## src/rtl/sys_ctrl_pkg.sv

```systemverilog
// Shared definitions for the system controller: command opcodes, decoder
// state encoding and the fixed register-file slots used for ALU operands.
package sys_ctrl_pkg;

  localparam logic [7:0] CMD_RF_WR   = 8'hAA;
  localparam logic [7:0] CMD_RF_RD   = 8'hBB;
  localparam logic [7:0] CMD_ALU_OP  = 8'hCC;
  localparam logic [7:0] CMD_ALU_NOP = 8'hDD;

  localparam int OPA_ADDR = 0;
  localparam int OPB_ADDR = 1;

  typedef enum logic [2:0] {
    ST_IDLE    = 3'd0,
    ST_WR_ADDR = 3'd1,
    ST_WR_DATA = 3'd2,
    ST_RD_ADDR = 3'd3,
    ST_ALU_A   = 3'd4,
    ST_ALU_B   = 3'd5,
    ST_ALU_FUN = 3'd6
  } state_t;

endpackage

```

## src/rtl/rx_frame_timer.sv

```systemverilog
// Saturating inter-byte idle counter. expire is high while the count sits at
// LIMIT; a LIMIT of zero disables expiry entirely.
module rx_frame_timer #(
  parameter logic [15:0] LIMIT = 16'd5000
) (
  input  logic CLK,
  input  logic RST,
  input  logic clear,
  input  logic enable,
  output logic expire
);

  localparam int unsigned LIMIT_I = LIMIT;
  localparam int CW = (LIMIT_I == 0) ? 1 : $clog2(LIMIT_I + 1);
  localparam logic [CW-1:0] TOP = CW'(LIMIT_I);

  logic [CW-1:0] count;

  always_ff @(posedge CLK or negedge RST) begin
    if (!RST) begin
      count <= '0;
    end else if (clear) begin
      count <= '0;
    end else if (enable && (count != TOP)) begin
      count <= count + 1'b1;
    end
  end

  assign expire = (LIMIT_I != 0) && (count == TOP);

endmodule

```

## src/rtl/rx_cmd_decoder.sv

```systemverilog
// Decodes UART byte frames into one-cycle register-file / ALU requests.
// Partial frames are dropped on an inter-byte timeout or an unknown opcode.
module rx_cmd_decoder
  import sys_ctrl_pkg::*;
#(
  parameter int          DATA_WIDTH = 8,
  parameter int          ADDR_WIDTH = 4,
  parameter int          FUN_WIDTH  = 4,
  parameter logic [15:0] TIMEOUT    = 16'd5000
) (
  input  logic                  CLK,
  input  logic                  RST,
  input  logic [DATA_WIDTH-1:0] RX_P_DATA,
  input  logic                  RX_D_VLD,
  output logic                  RF_WR_EN,
  output logic                  RF_RD_EN,
  output logic [ADDR_WIDTH-1:0] RF_ADDR,
  output logic [DATA_WIDTH-1:0] RF_WR_DATA,
  output logic                  ALU_EN,
  output logic [FUN_WIDTH-1:0]  ALU_FUN,
  output logic                  GATE_EN,
  output logic                  FRAME_ERR
);

  state_t state, next_state;

  logic [ADDR_WIDTH-1:0] wr_addr, wr_addr_d, rf_addr_d;
  logic [DATA_WIDTH-1:0] rf_wr_data_d;
  logic [FUN_WIDTH-1:0]  alu_fun_d;
  logic rf_wr_en_d, rf_rd_en_d, alu_en_d, gate_en_d, frame_err_d;
  logic timer_clear, expire;

  // The timer only runs while a frame is open; any accepted byte restarts it.
  assign timer_clear = (state == ST_IDLE) || RX_D_VLD;

  rx_frame_timer #(
    .LIMIT(TIMEOUT)
  ) u_timer (
    .CLK   (CLK),
    .RST   (RST),
    .clear (timer_clear),
    .enable(1'b1),
    .expire(expire)
  );

  always_ff @(posedge CLK or negedge RST) begin
    if (!RST) begin
      state      <= ST_IDLE;
      wr_addr    <= '0;
      RF_WR_EN   <= 1'b0;
      RF_RD_EN   <= 1'b0;
      RF_ADDR    <= '0;
      RF_WR_DATA <= '0;
      ALU_EN     <= 1'b0;
      ALU_FUN    <= '0;
      GATE_EN    <= 1'b0;
      FRAME_ERR  <= 1'b0;
    end else begin
      state      <= next_state;
      wr_addr    <= wr_addr_d;
      RF_WR_EN   <= rf_wr_en_d;
      RF_RD_EN   <= rf_rd_en_d;
      RF_ADDR    <= rf_addr_d;
      RF_WR_DATA <= rf_wr_data_d;
      ALU_EN     <= alu_en_d;
      ALU_FUN    <= alu_fun_d;
      GATE_EN    <= gate_en_d;
      FRAME_ERR  <= frame_err_d;
    end
  end

  // A byte arriving on the expiry cycle takes priority over the abort.
  always_comb begin
    next_state   = state;
    wr_addr_d    = wr_addr;
    rf_addr_d    = RF_ADDR;
    rf_wr_data_d = RF_WR_DATA;
    alu_fun_d    = ALU_FUN;
    rf_wr_en_d   = 1'b0;
    rf_rd_en_d   = 1'b0;
    alu_en_d     = 1'b0;
    frame_err_d  = 1'b0;

    if (RX_D_VLD) begin
      case (state)
        ST_IDLE: begin
          case (RX_P_DATA)
            DATA_WIDTH'(CMD_RF_WR):   next_state = ST_WR_ADDR;
            DATA_WIDTH'(CMD_RF_RD):   next_state = ST_RD_ADDR;
            DATA_WIDTH'(CMD_ALU_OP):  next_state = ST_ALU_A;
            DATA_WIDTH'(CMD_ALU_NOP): next_state = ST_ALU_FUN;
            default:                  frame_err_d = 1'b1;
          endcase
        end
        ST_WR_ADDR: begin
          wr_addr_d  = RX_P_DATA[ADDR_WIDTH-1:0];
          next_state = ST_WR_DATA;
        end
        ST_WR_DATA: begin
          rf_addr_d    = wr_addr;
          rf_wr_data_d = RX_P_DATA;
          rf_wr_en_d   = 1'b1;
          next_state   = ST_IDLE;
        end
        ST_RD_ADDR: begin
          rf_addr_d  = RX_P_DATA[ADDR_WIDTH-1:0];
          rf_rd_en_d = 1'b1;
          next_state = ST_IDLE;
        end
        ST_ALU_A: begin
          rf_addr_d    = ADDR_WIDTH'(OPA_ADDR);
          rf_wr_data_d = RX_P_DATA;
          rf_wr_en_d   = 1'b1;
          next_state   = ST_ALU_B;
        end
        ST_ALU_B: begin
          rf_addr_d    = ADDR_WIDTH'(OPB_ADDR);
          rf_wr_data_d = RX_P_DATA;
          rf_wr_en_d   = 1'b1;
          next_state   = ST_ALU_FUN;
        end
        ST_ALU_FUN: begin
          alu_fun_d  = RX_P_DATA[FUN_WIDTH-1:0];
          alu_en_d   = 1'b1;
          next_state = ST_IDLE;
        end
        default: next_state = ST_IDLE;
      endcase
    end else if (expire && (state != ST_IDLE)) begin
      next_state  = ST_IDLE;
      frame_err_d = 1'b1;
    end

    gate_en_d = alu_en_d || (next_state == ST_ALU_A) ||
                (next_state == ST_ALU_B) || (next_state == ST_ALU_FUN);
  end

endmodule

```

## config.mk

```make
export PLATFORM = sky130hd
export DESIGN_NAME = rx_cmd_decoder
export DESIGN_NICKNAME = d
export VERILOG_FILES = /design/src/rtl/sys_ctrl_pkg.sv /design/src/rtl/rx_frame_timer.sv /design/src/rtl/rx_cmd_decoder.sv
export SDC_FILE = /design/constraint.sdc
export NUM_CORES = 1
export LEC_CHECK = 0
export ABC_CLOCK_PERIOD_IN_PS = 1500
export CAP_MARGIN = 20
export CORE_MARGIN = 4
export CORE_UTILIZATION = 45
export CTS_CLUSTER_DIAMETER = 100
export DETAILED_ROUTE_END_ITERATION = 6
export PLACE_DENSITY = 0.83
export SYNTH_ARGS = -nofsm -noshare
export SYNTH_HDL_FRONTEND = slang
export SYNTH_SLANG_ARGS = --single-unit
```

## constraint.sdc

```tcl
create_clock -name CLK -period 1.5 [get_ports CLK]
set_input_delay 0.15 -clock CLK [delete_from_list [all_inputs] [get_ports CLK]]
set_output_delay 0.15 -clock CLK [all_outputs]
set_load 0.01 [all_outputs]
```

==> reports/metrics.csv <==
metric,value,unit
Worst Max-Slew Pin Slew,0.374,ns
largest net degree at the start of global routing,42,
Setup Skew,0.00272,ns
Clk pwr share,0.207,
vias per cell,5.14,
Slew HR,0.749,
HP Class,in -> async,
dpl hpwl,3.00,mm
Comb pwr share,0.453,
Die X,73.8,um
ANT nets after route,0,
final setup fails,0,
Synth Area per Inst,10.9,um2
clk root buf,clkbuf_8,
R2R Path Start,state[2],
Post-Route WL,4.50,mm
buffers added on ports,31,
Placer Congestion,0.817,
register area share after synthesis,0.527,
CP cell instances,inv_1 -> mux2i_1 -> nand2b_4 -> buf_12 -> mux2_4,
status,"finished, final reports clean",
largest stage delay on the critical path,0.46,ns
Vias,1506,
CTS buffer count,5,
Worst Setup End Kind,flop,
most frequent cells in the layout,"39 x dfrtp_1, 30 x clkdlybuf4s50_1, 28 x buf_4, 16 x nor2_1, 15 x nand2_1",
Clock Path Buffers,2,
DR iter-0 viols,52,
"delay-heaviest family, CP",multiplexers,
diode count,0,
"slowest stage cell, crit path",dfrtp_2,
Sw Ratio,0.313,
GRT Overall Usage,0.182,
"EDFF count, synth",0,
crit path DAT,1.66,ns
Pwr per Cell Area,1790,nW/um2
critical path type,reg -> reg,
First-pass DRT Iterations,4,
DRC,0,
DR WL/cell,15.3,um
syn_nets,194,
initial antenna violation count,0,
clk slew on worst S/H paths,0.07,ns
"Buf+Inv Stages, Crit Path",2,
Cells after Synth,179,
grt ovf,0,
Post-Route Setup TNS,0,ns
"Top FF cell, synth",dfrtp_1,
crit path max fanout,9,
fmax,0.678,GHz
"most common cell after layout, fill and taps aside",dfrtp_1,
fin crit share,0.984,
final hold vios,0,
P_sw,1.56,mW
Crit. Startpoint,state[2],
design area,2790,um2
IO Count,32,
Netlist cell types,38,
VDD IR max,0.00120,V
clk sinks,41,
Max Cap Viol,0,
RSZ-0062 raised after global routing,true,
die area,5450,um2
clk_lat worst skew,0.29,ns
CTS tree,done,
H-tree levels,2,
leak pwr,1.26,nW
Setup crit start kind,flop,
Synth Cell Area,1950,um2
"Min Clock Period, post-route",1.48,ns
Ys Warns,0,
internal power,3.43,mW
nets,257,
first-pass GRT wire length,7.49,mm
Seq cells post-synth,41,
initial core utilization,0.477,
pre-CTS setup slack,-0.197,ns
Util after Layout,0.682,
CORE AREA,4090,um2
"Slew Viols, Final",0,
Site Rows,23,
number of global-route vias before repair,1592,
Post-DP Area,2500,um2
Final WS setup,0.0244,ns
Die Y,73.8,um
WP data required,1.68,ns
share of layout cells above drive strength 1,0.337,
asr flop ratio synth,1.00,
Layout area overhead,43.0,%
part of the power in registers,0.340,
==> cells in the mapped netlist (4+ instances only) <==
library cell	count	area (um2)
a21oi_1	9	45.0
and3_1	4	25.0
dfrtp_1	41	1030
ha_1	4	50.1
inv_1	7	26.3
mux2_2	8	90.1
mux2_4	8	120
nand2_1	16	60.1
nand3_1	7	35.0
nand4_1	4	25.0
nor2_1	18	67.6
o21ai_0	8	40.0
xnor2_1	4	35.0
xor2_1	8	70.1
==> power groups by stage <==
stage | sequential (mW) | clock (mW) | combinational (mW)
2_1_floorplan | 1.78 | 0 | 0.937
3_3_place_gp | 1.68 | 0 | 1.92
3_5_place_dp | 1.68 | 0 | 1.96
4_1_cts | 1.68 | 1.05 | 2.03
5_1_grt | 1.75 | 1.09 | 2.44
6_report | 1.70 | 1.03 | 2.26
==> cell families after synthesis <==
group / Yosys count / share of synthesized area
adders and majority gates: 4 / 0.0257
xor gates and xnor gates: 12 / 0.0539
and+or+nand+nor: 67 / 0.180
muxes: 17 / 0.113
AOI/OAI and AO/OA: 23 / 0.0662
buffers and inverters: 15 / 0.0347
DFF: 41 / 0.527
==> repair_timing <==
item / in CTS / in global routing
pin swaps: 0 / 5
buffers inserted: 1 / 4
hold buffers: 1 / 0
endpoints found under the setup margin: 9 / 22
endpoints found under the hold margin: 41 / 0
resized for setup: 6 / 25
==> routing by layer <==
metal	GRT usage	vias to the layer above	wire length [um]
met1	0.247	716	2040
li1	-	744	-
met2	0.280	37	2200
met5	0	-	0
met4	0.0805	0	85
met3	0.0383	9	174
==> flip-flops by register name, summed over array words and instances (netlist names), 3 cells and up <==
name and count:
state 3, RF_WR_DATA 8, u_timer.count 13, RF_ADDR 4, wr_addr 4, ALU_FUN 4
==> area by class of cell <==
cell class / count / area, um2
inverter: 8 / 32.5
clock buffer: 5 / 68.8
clock inverter: 3 / 65.1
multi-input combinational: 123 / 951
tap: 50 / 62.6
timing repair buffer: 63 / 577
sequential: 41 / 1030
fill: 293 / 1300
==> final timing paths <==
kind | end | slack, ns | depth (start not counted)
max | RF_WR_DATA[6] | 0.02 | 5
min | ALU_FUN[2] | 0.35 | 3
max reg2reg | RF_WR_DATA[6] | 0.02 | 5
min reg2reg | RF_ADDR[3] | 0.50 | 2
max in group asynchronous | state[2] | 0.93 | 3
min in group CLK | RF_ADDR[3] | 0.50 | 2
==> through the flow <==
| step | power (mW) | hold slack (ns) | std cells |
|---|---|---|---|
| 2_1_floorplan | 2.71 | -0.146 | 179 |
| 3_3_place_gp | 3.60 | 0.129 | 279 |
| 3_5_place_dp | 3.65 | 0.136 | 279 |
| 4_1_cts | 4.76 | 0.364 | 289 |
| 5_1_grt | 5.29 | 0.389 | 293 |
| 6_report | 4.99 | 0.348 | 293 |
==> worst register-to-register path: stages (launching register included) <==
cell	delay, ns
dfrtp_2	0.46
inv_1	0.11
mux2i_1	0.21
nand2b_4	0.16
buf_12	0.13
mux2_4	0.30
Power figures use the tool's default switching activity.
